<file path="src/rtl/pedestrian_signal.sv">
// Pedestrian crossing controller slaved to the vehicle light's lamp outputs.
// Grants walk only at red-only onset; any vehicle conflict latches a fault.
module pedestrian_signal #(
    parameter int WALK_TIME  = 6,
    parameter int CLEAR_TIME = 4,
    parameter int FLASH_HALF = 1,
    localparam int CNT_W     = $clog2(WALK_TIME + CLEAR_TIME + 1)
) (
    input  logic             clk_i,
    input  logic             rst_i,
    input  logic             car_red_i,
    input  logic             car_yellow_i,
    input  logic             car_green_i,
    input  logic             req_i,
    output logic             walk_o,
    output logic             stop_o,
    output logic             req_pending_o,
    output logic [CNT_W-1:0] countdown_o,
    output logic             fault_o
);

    localparam int TOTAL = WALK_TIME + CLEAR_TIME;
    localparam int FL_W  = (FLASH_HALF > 1) ? $clog2(FLASH_HALF) : 1;

    typedef enum logic [1:0] {
        STOP  = 2'd0,
        WALK  = 2'd1,
        CLEAR = 2'd2,
        FAULT = 2'd3
    } state_t;

    state_t           state_q;
    logic             red_only_q;
    logic             walk_q;
    logic             stop_q;
    logic             req_q;
    logic             fault_q;
    logic [CNT_W-1:0] cnt_q;
    logic [FL_W-1:0]  flash_q;

    logic red_only;
    logic red_start;
    logic unsafe;

    assign red_only  = car_red_i & ~car_yellow_i & ~car_green_i;
    assign red_start = red_only & ~red_only_q;
    // Anything other than a lit red (yellow, green, or red dropping out) is a conflict.
    assign unsafe    = car_yellow_i | car_green_i | ~car_red_i;

    always_ff @(posedge clk_i) begin
        if (!rst_i) begin
            state_q    <= STOP;
            red_only_q <= 1'b0;
            walk_q     <= 1'b0;
            stop_q     <= 1'b1;
            req_q      <= 1'b0;
            fault_q    <= 1'b0;
            cnt_q      <= '0;
            flash_q    <= '0;
        end else begin
            red_only_q <= red_only;
            // Safety abort outranks every phase transition, including CLEAR->STOP.
            if ((state_q == WALK || state_q == CLEAR) && unsafe) begin
                state_q <= FAULT;
                walk_q  <= 1'b0;
                stop_q  <= 1'b1;
                fault_q <= 1'b1;
                cnt_q   <= '0;
                req_q   <= req_q | req_i;
            end else begin
                case (state_q)
                    STOP: begin
                        if (red_start && (req_q || req_i)) begin
                            state_q <= WALK;
                            walk_q  <= 1'b1;
                            stop_q  <= 1'b0;
                            cnt_q   <= CNT_W'(TOTAL);
                            req_q   <= 1'b0;
                        end else begin
                            req_q <= req_q | req_i;
                        end
                    end
                    WALK: begin
                        req_q <= req_q | req_i;
                        cnt_q <= cnt_q - CNT_W'(1);
                        if (cnt_q == CNT_W'(CLEAR_TIME + 1)) begin
                            state_q <= CLEAR;
                            walk_q  <= 1'b0;
                            flash_q <= '0;
                        end
                    end
                    CLEAR: begin
                        req_q <= req_q | req_i;
                        if (cnt_q == CNT_W'(1)) begin
                            state_q <= STOP;
                            walk_q  <= 1'b0;
                            stop_q  <= 1'b1;
                            cnt_q   <= '0;
                        end else begin
                            cnt_q <= cnt_q - CNT_W'(1);
                            if (flash_q == FL_W'(FLASH_HALF - 1)) begin
                                walk_q  <= ~walk_q;
                                flash_q <= '0;
                            end else begin
                                flash_q <= flash_q + FL_W'(1);
                            end
                        end
                    end
                    FAULT: begin
                        req_q   <= req_q | req_i;
                        walk_q  <= 1'b0;
                        stop_q  <= 1'b1;
                        fault_q <= 1'b1;
                        cnt_q   <= '0;
                    end
                    default: begin
                        state_q <= FAULT;
                        walk_q  <= 1'b0;
                        stop_q  <= 1'b1;
                        fault_q <= 1'b1;
                        cnt_q   <= '0;
                    end
                endcase
            end
        end
    end

    assign walk_o        = walk_q;
    assign stop_o        = stop_q;
    assign req_pending_o = req_q;
    assign countdown_o   = cnt_q;
    assign fault_o       = fault_q;

endmodule

</file>
<file path="config.mk">
export PLATFORM = sky130hd
export DESIGN_NAME = pedestrian_signal
export DESIGN_NICKNAME = d
export VERILOG_FILES = /design/src/rtl/pedestrian_signal.sv
export SDC_FILE = /design/constraint.sdc
export NUM_CORES = 1
export LEC_CHECK = 0
export ABC_AREA = 1
export BUFFER_PORTS_ARGS = -buffer_cell sky130_fd_sc_hd__buf_2
export CAP_MARGIN = 40
export CORE_MARGIN = 2
export CORE_UTILIZATION = 32
export DETAILED_ROUTE_END_ITERATION = 8
export GPL_ROUTABILITY_DRIVEN = 0
export MAX_ROUTING_LAYER = met4
export PLACE_DENSITY = 0.56
export SYNTH_ARGS = -nofsm -noshare
export SYNTH_HDL_FRONTEND = slang
export SYNTH_SLANG_ARGS = --single-unit
</file>
<file path="constraint.sdc">
create_clock -name clk_i -period 1.45 [get_ports clk_i]
set_input_delay 0.2175 -clock clk_i [delete_from_list [all_inputs] [get_ports clk_i]]
set_output_delay 0.2175 -clock clk_i [all_outputs]
set_load 0.02 [all_outputs]
</file>
# Yosys cells after proc, flatten, opt, wreduce, memory -nomap -nowiden
# Index checks and enable logic that the tools add are counted.
# totals
ff_bits	12
out_inout_bits	8
in_bits	6
# op_classes
muxes	24
reduce_logical	15
n_bitwise	13
eq_ne	13
addsub	2
# op_table
operator	count
$pmux 4 s4	1
$mux 1	12
$mux 2	4
$mux 4	2
$reduce_and 4->1	2
$not 1->1	7
$ne 3x1->1 const B	2
$pmux 2 s3	1
$reduce_and 3->1	2
$eq 2x2->1 const B	2
$eq 4x1->1 const B	1
$eq 4x3->1 const B	1
$ne 2x1->1 const B	2
$ne 2x2->1 const B	2
$pmux 1 s2	2
$pmux 1 s4	1
$reduce_bool 2->1	2
$reduce_bool 4->1	1
$sub 4x1->4 const B	1
$and 1x1->1	3
$ne 3x2->1 const B	1
$ne 3x3->1 const B	1
$or 1x1->1	3
$pmux 1 s3	1
8 further kinds	10

# Longest topological paths before layout
# depth
word_depth	8
depth_mapped	9
ltp_nobuf	9

# Worst setup path before layout
# No wires, ideal clock.
# synth_timing
path_kind	register to register
startpoint	register cnt_q[0] (netlist: countdown_o[0])
endpoint	register stop_q (netlist: stop_o)
arrival_ps	1248
path_stages_with_launch	7
synth_period_minus_slack_ps	1373
required_time_ps	1325
setup_ps	125
path_slack_ps	77
path_buffers	0
cell_sequence	dfxtp_1 -> ha_1 -> nand3_2 -> a21oi_2 -> inv_1 -> o21ai_0 -> nand3_1
# synth_between
elab_chain_len	3
# synth_lines
element	line_no	text
from (decl)	38	logic [CNT_W-1:0] cnt_q;
from (signal assigned)	77	cnt_q <= CNT_W'(TOTAL);
from (signal assigned)	85	cnt_q <= cnt_q - CNT_W'(1);
from (signal assigned)	100	cnt_q <= cnt_q - CNT_W'(1);
$eq 4x1->1	94	if (cnt_q == CNT_W'(1)) begin
$ne 2x1->1 (no line)	-	
$reduce_and 3->1 (no line)	-	
to (signal assigned)	97	stop_q <= 1'b1;
to (signal assigned)	112	stop_q <= 1'b1;
to (signal assigned)	119	stop_q <= 1'b1;
to (decl)	35	logic stop_q;
# No other way between the ends.
# A chain may end at the register's enable or synchronous reset.

# Final worst setup path
# layout_timing
startpoint	register state_q[0]
endpoint	register walk_q (netlist: walk_o)
# layout_between
elab_chain_len	4
elab_cells_between_ends	12
cone_classes	6 x eq/ne; 1 x mux; 5 x reduce/logical
# layout_lines
element	line_no	text
from (decl)	32	state_t state_q;
from (signal assigned)	52	state_q <= STOP;
from (signal assigned)	64	state_q <= FAULT;
from (signal assigned)	74	state_q <= WALK;
parallel branches: the longest is 4 deep, another holds $ne 3x2->1	-	
to (signal assigned)	102	walk_q <= ~walk_q;
to (decl)	34	logic walk_q;
# Parallel ways; which one is timed is not known.

==> parameters.txt <==
Parameter                              Value

Finish
  Number of fill cells in the layout    243
  Commonest cells after routing, fill and taps aside    15 x sky130_fd_sc_hd__inv_1, 13 x sky130_fd_sc_hd__nor2_1, 13 x sky130_fd_sc_hd__buf_2
  Number of nets in the finished design    128
  Multi-input gate area    442 µm²
  FF/Latch Area    220 µm²
  Most frequent standard cell in the layout excluding fill and tap cells    sky130_fd_sc_hd__inv_1
  Layout cells sized above 1    32.5%
  Cell area after layout    875 µm²
  Count of antenna diodes in the layout    0
  Synthesis-to-finish area growth    21.1%

Synth
  Post-synthesis instance area    722 µm²
  Avg Synthesized Cell Area    7.60 µm²
  Synth cell types    22
  Synthesized instance count    95
  Post-synthesis sequential area ratio    30.5%
  Post-synthesis sequential element count    11
  Number of nets produced by synthesis    108
  YS warnings    0

Floorplanning
  Initial standard-cell utilization of the core    33.3%
  Die H    51.5 µm
  Area of the core    0.00217 mm²
  I/O Pins    14
  Area of the die    0.00265 mm²
  Site row count    17
  X dimension of the die    51.5 µm

STA
  RSZ-0062 raised after global routing    yes
  Tightest Pin Transition    221 ps
  Final setup viols    0
  Final hold vios    0
  Max Clock Freq    752 MHz
  Final worst slack    120 ps
  Worst Clk Skew    4.09 ps
  Remaining max-slew budget at the tightest pin    85.3%
  Final period utilization    91.7%
  Post-layout minimum cycle time    1330 ps
  Slew Viols, Final    0

Drt
  Count of nets left with antenna violations after detail routing    0
  Via count of the routed design    661
  Routed wire length    1480 µm
  Violation count after the first detailed-route iteration    2
  Count of TritonRoute iterations in the first routing pass    2
  Post-DR wirelength/cell    10.4 µm
  Drt drc    0
  Via density per instance    4.65

Global route
  Initial antenna violation count    0
  Pin count of the biggest net entering global routing    12
  Via count of the first global-routing pass    594
  Global-route wire length before repair    2440 µm
  Total congestion overflow    0
  Total GRT Usage    13.1%

Clock tree
  Worst skew pair latency    280 ps
  Longest Clk Path Bufs    2
  TritonCTS sink count    11
  Setup Fix Bufs, Post-CTS    0
  Post-CTS Hold Fix Bufs    0
  H-tree level count    1
  Number of gates resized after CTS    0
  Clock buffers created by TritonCTS    3
  Root buffer cell    sky130_fd_sc_hd__clkbuf_4
  TritonCTS clock tree    built
  Clock slew at reported path FFs    80 ps

Worst setup path
  Crit path capture type    flop
  Kind of critical path    reg -> reg
  Kind of launch point of the worst setup path    flop
  Crit path arrival time    1550 ps
  CP Data Required Time    1670 ps
  Slack of the worst reg-to-reg path    120 ps
  Top fanout value on the critical path    4

Power
  Cell area power density    2430 mW/mm²
  Peak supply drop    0.000908 V
  Static leakage    0.418 nW

Placed design
  Count of input and output buffers    13
  Pre-CTS WS    103 ps
  Hpwl dp    1130 µm
  Area after detailed placement    833 µm²

Hold path
  Hold WC Path Type    in -> reg

Run status
  Outcome    finished clean

Job
  Maximum Capacitance Violations    0
[registers in the layout (all words and copies together) (netlist names)]
name	count
countdown_o	4
state_q	2
fault_o	1
red_only_q	1
req_pending_o	1
stop_o	1
walk_o	1
[routing by layer]
layer  part of all wire (%)  vias to the layer above  GRT usage [%]
li1                       -                      343              -
met1                     45                      301           13.5
met2                     47                       12           21.2
met3                    5.5                        5           5.17
met4                    2.4                        0           7.89
met5                      0                        -              -
[worst max-delay path: stages, from the launching register on]
cell                      delay [ps]
sky130_fd_sc_hd__dfxtp_1         330
sky130_fd_sc_hd__inv_1           100
sky130_fd_sc_hd__ha_2            230
sky130_fd_sc_hd__or2_2           320
sky130_fd_sc_hd__o22ai_1         150
sky130_fd_sc_hd__o21ai_1          80
sky130_fd_sc_hd__nor2_1           80
[synth_stat cells]
cell type,instances,share of area [%]
sky130_fd_sc_hd__nand2_1,8,4.2
sky130_fd_sc_hd__xor2_1,1,1.2
sky130_fd_sc_hd__nor2_1,13,6.8
sky130_fd_sc_hd__or2_2,1,0.87
sky130_fd_sc_hd__nand3_1,6,4.2
sky130_fd_sc_hd__o22ai_1,1,0.87
sky130_fd_sc_hd__dfxtp_1,11,31
sky130_fd_sc_hd__o21ai_1,4,2.8
sky130_fd_sc_hd__nand4_2,1,1.7
sky130_fd_sc_hd__o21ai_0,1,0.69
sky130_fd_sc_hd__nor3b_2,1,1.7
sky130_fd_sc_hd__inv_2,2,1.0
sky130_fd_sc_hd__a21oi_2,2,2.4
sky130_fd_sc_hd__nand2_4,1,1.6
sky130_fd_sc_hd__nor2_4,2,3.1
sky130_fd_sc_hd__inv_1,15,7.8
sky130_fd_sc_hd__nand2_2,3,2.6
sky130_fd_sc_hd__nand4_1,3,2.6
sky130_fd_sc_hd__ha_1,7,12
sky130_fd_sc_hd__nand3_2,3,4.2
sky130_fd_sc_hd__buf_6,1,1.6
sky130_fd_sc_hd__a21oi_1,8,5.5
[final timing paths]
kind / start / endpoint / cells after the start
worst min register to register: stop_o / stop_o / 2
worst max-delay path: state_q[0] / walk_o / 6
worst max register to register: state_q[0] / walk_o / 6
worst min-delay path: rst_i / state_q[1] / 3
[logic make-up (layout without fill, tap and decap cells)]
group	count (synthesis)	in the layout	synth area share, %
flip-flops	11	11	30.5
XOR/XNOR	1	1	1.21
AND/OR/NAND/NOR	42	42	33.5
buffers and inverters	18	37	10.4
adder cells (fa/ha/maj)	7	7	12.1
AO/OA/AOI/OAI	16	16	12.3
[stage by stage]
| step | setup TNS [ps] | util, % | hold slack, ps | power [W] | instances |
|---|---|---|---|---|---|
| after floorplan | 0 | - | 339 | 0.00154 | 95 |
| after global placement | 0 | 38.4 | 466 | 0.00182 | 138 |
| after detailed placement | 0 | 38.4 | 479 | 0.00184 | 138 |
| after CTS | 0 | 39.6 | 195 | 0.00207 | 142 |
| after global routing | -44.9 | 40.3 | 206 | 0.00234 | 142 |
| final | 0 | 40.3 | 198 | 0.00212 | 142 |
[report_power, final]
group / internal, W / switching, W
Sequential: 0.000424 / 0.0000858
Clock: 0.000107 / 0.000116
Combinational: 0.000553 / 0.000838
[final cells by class]
type                    instances  share of cell area [%]
clock buffers                   4                    3.00
inverters                      17                    7.30
multi-input cells              66                    50.5
flip-flops and latches         11                    25.2
well taps                      28                    4.01
repair buffers                 16                    10.0
Power figures use the tool's default switching activity.
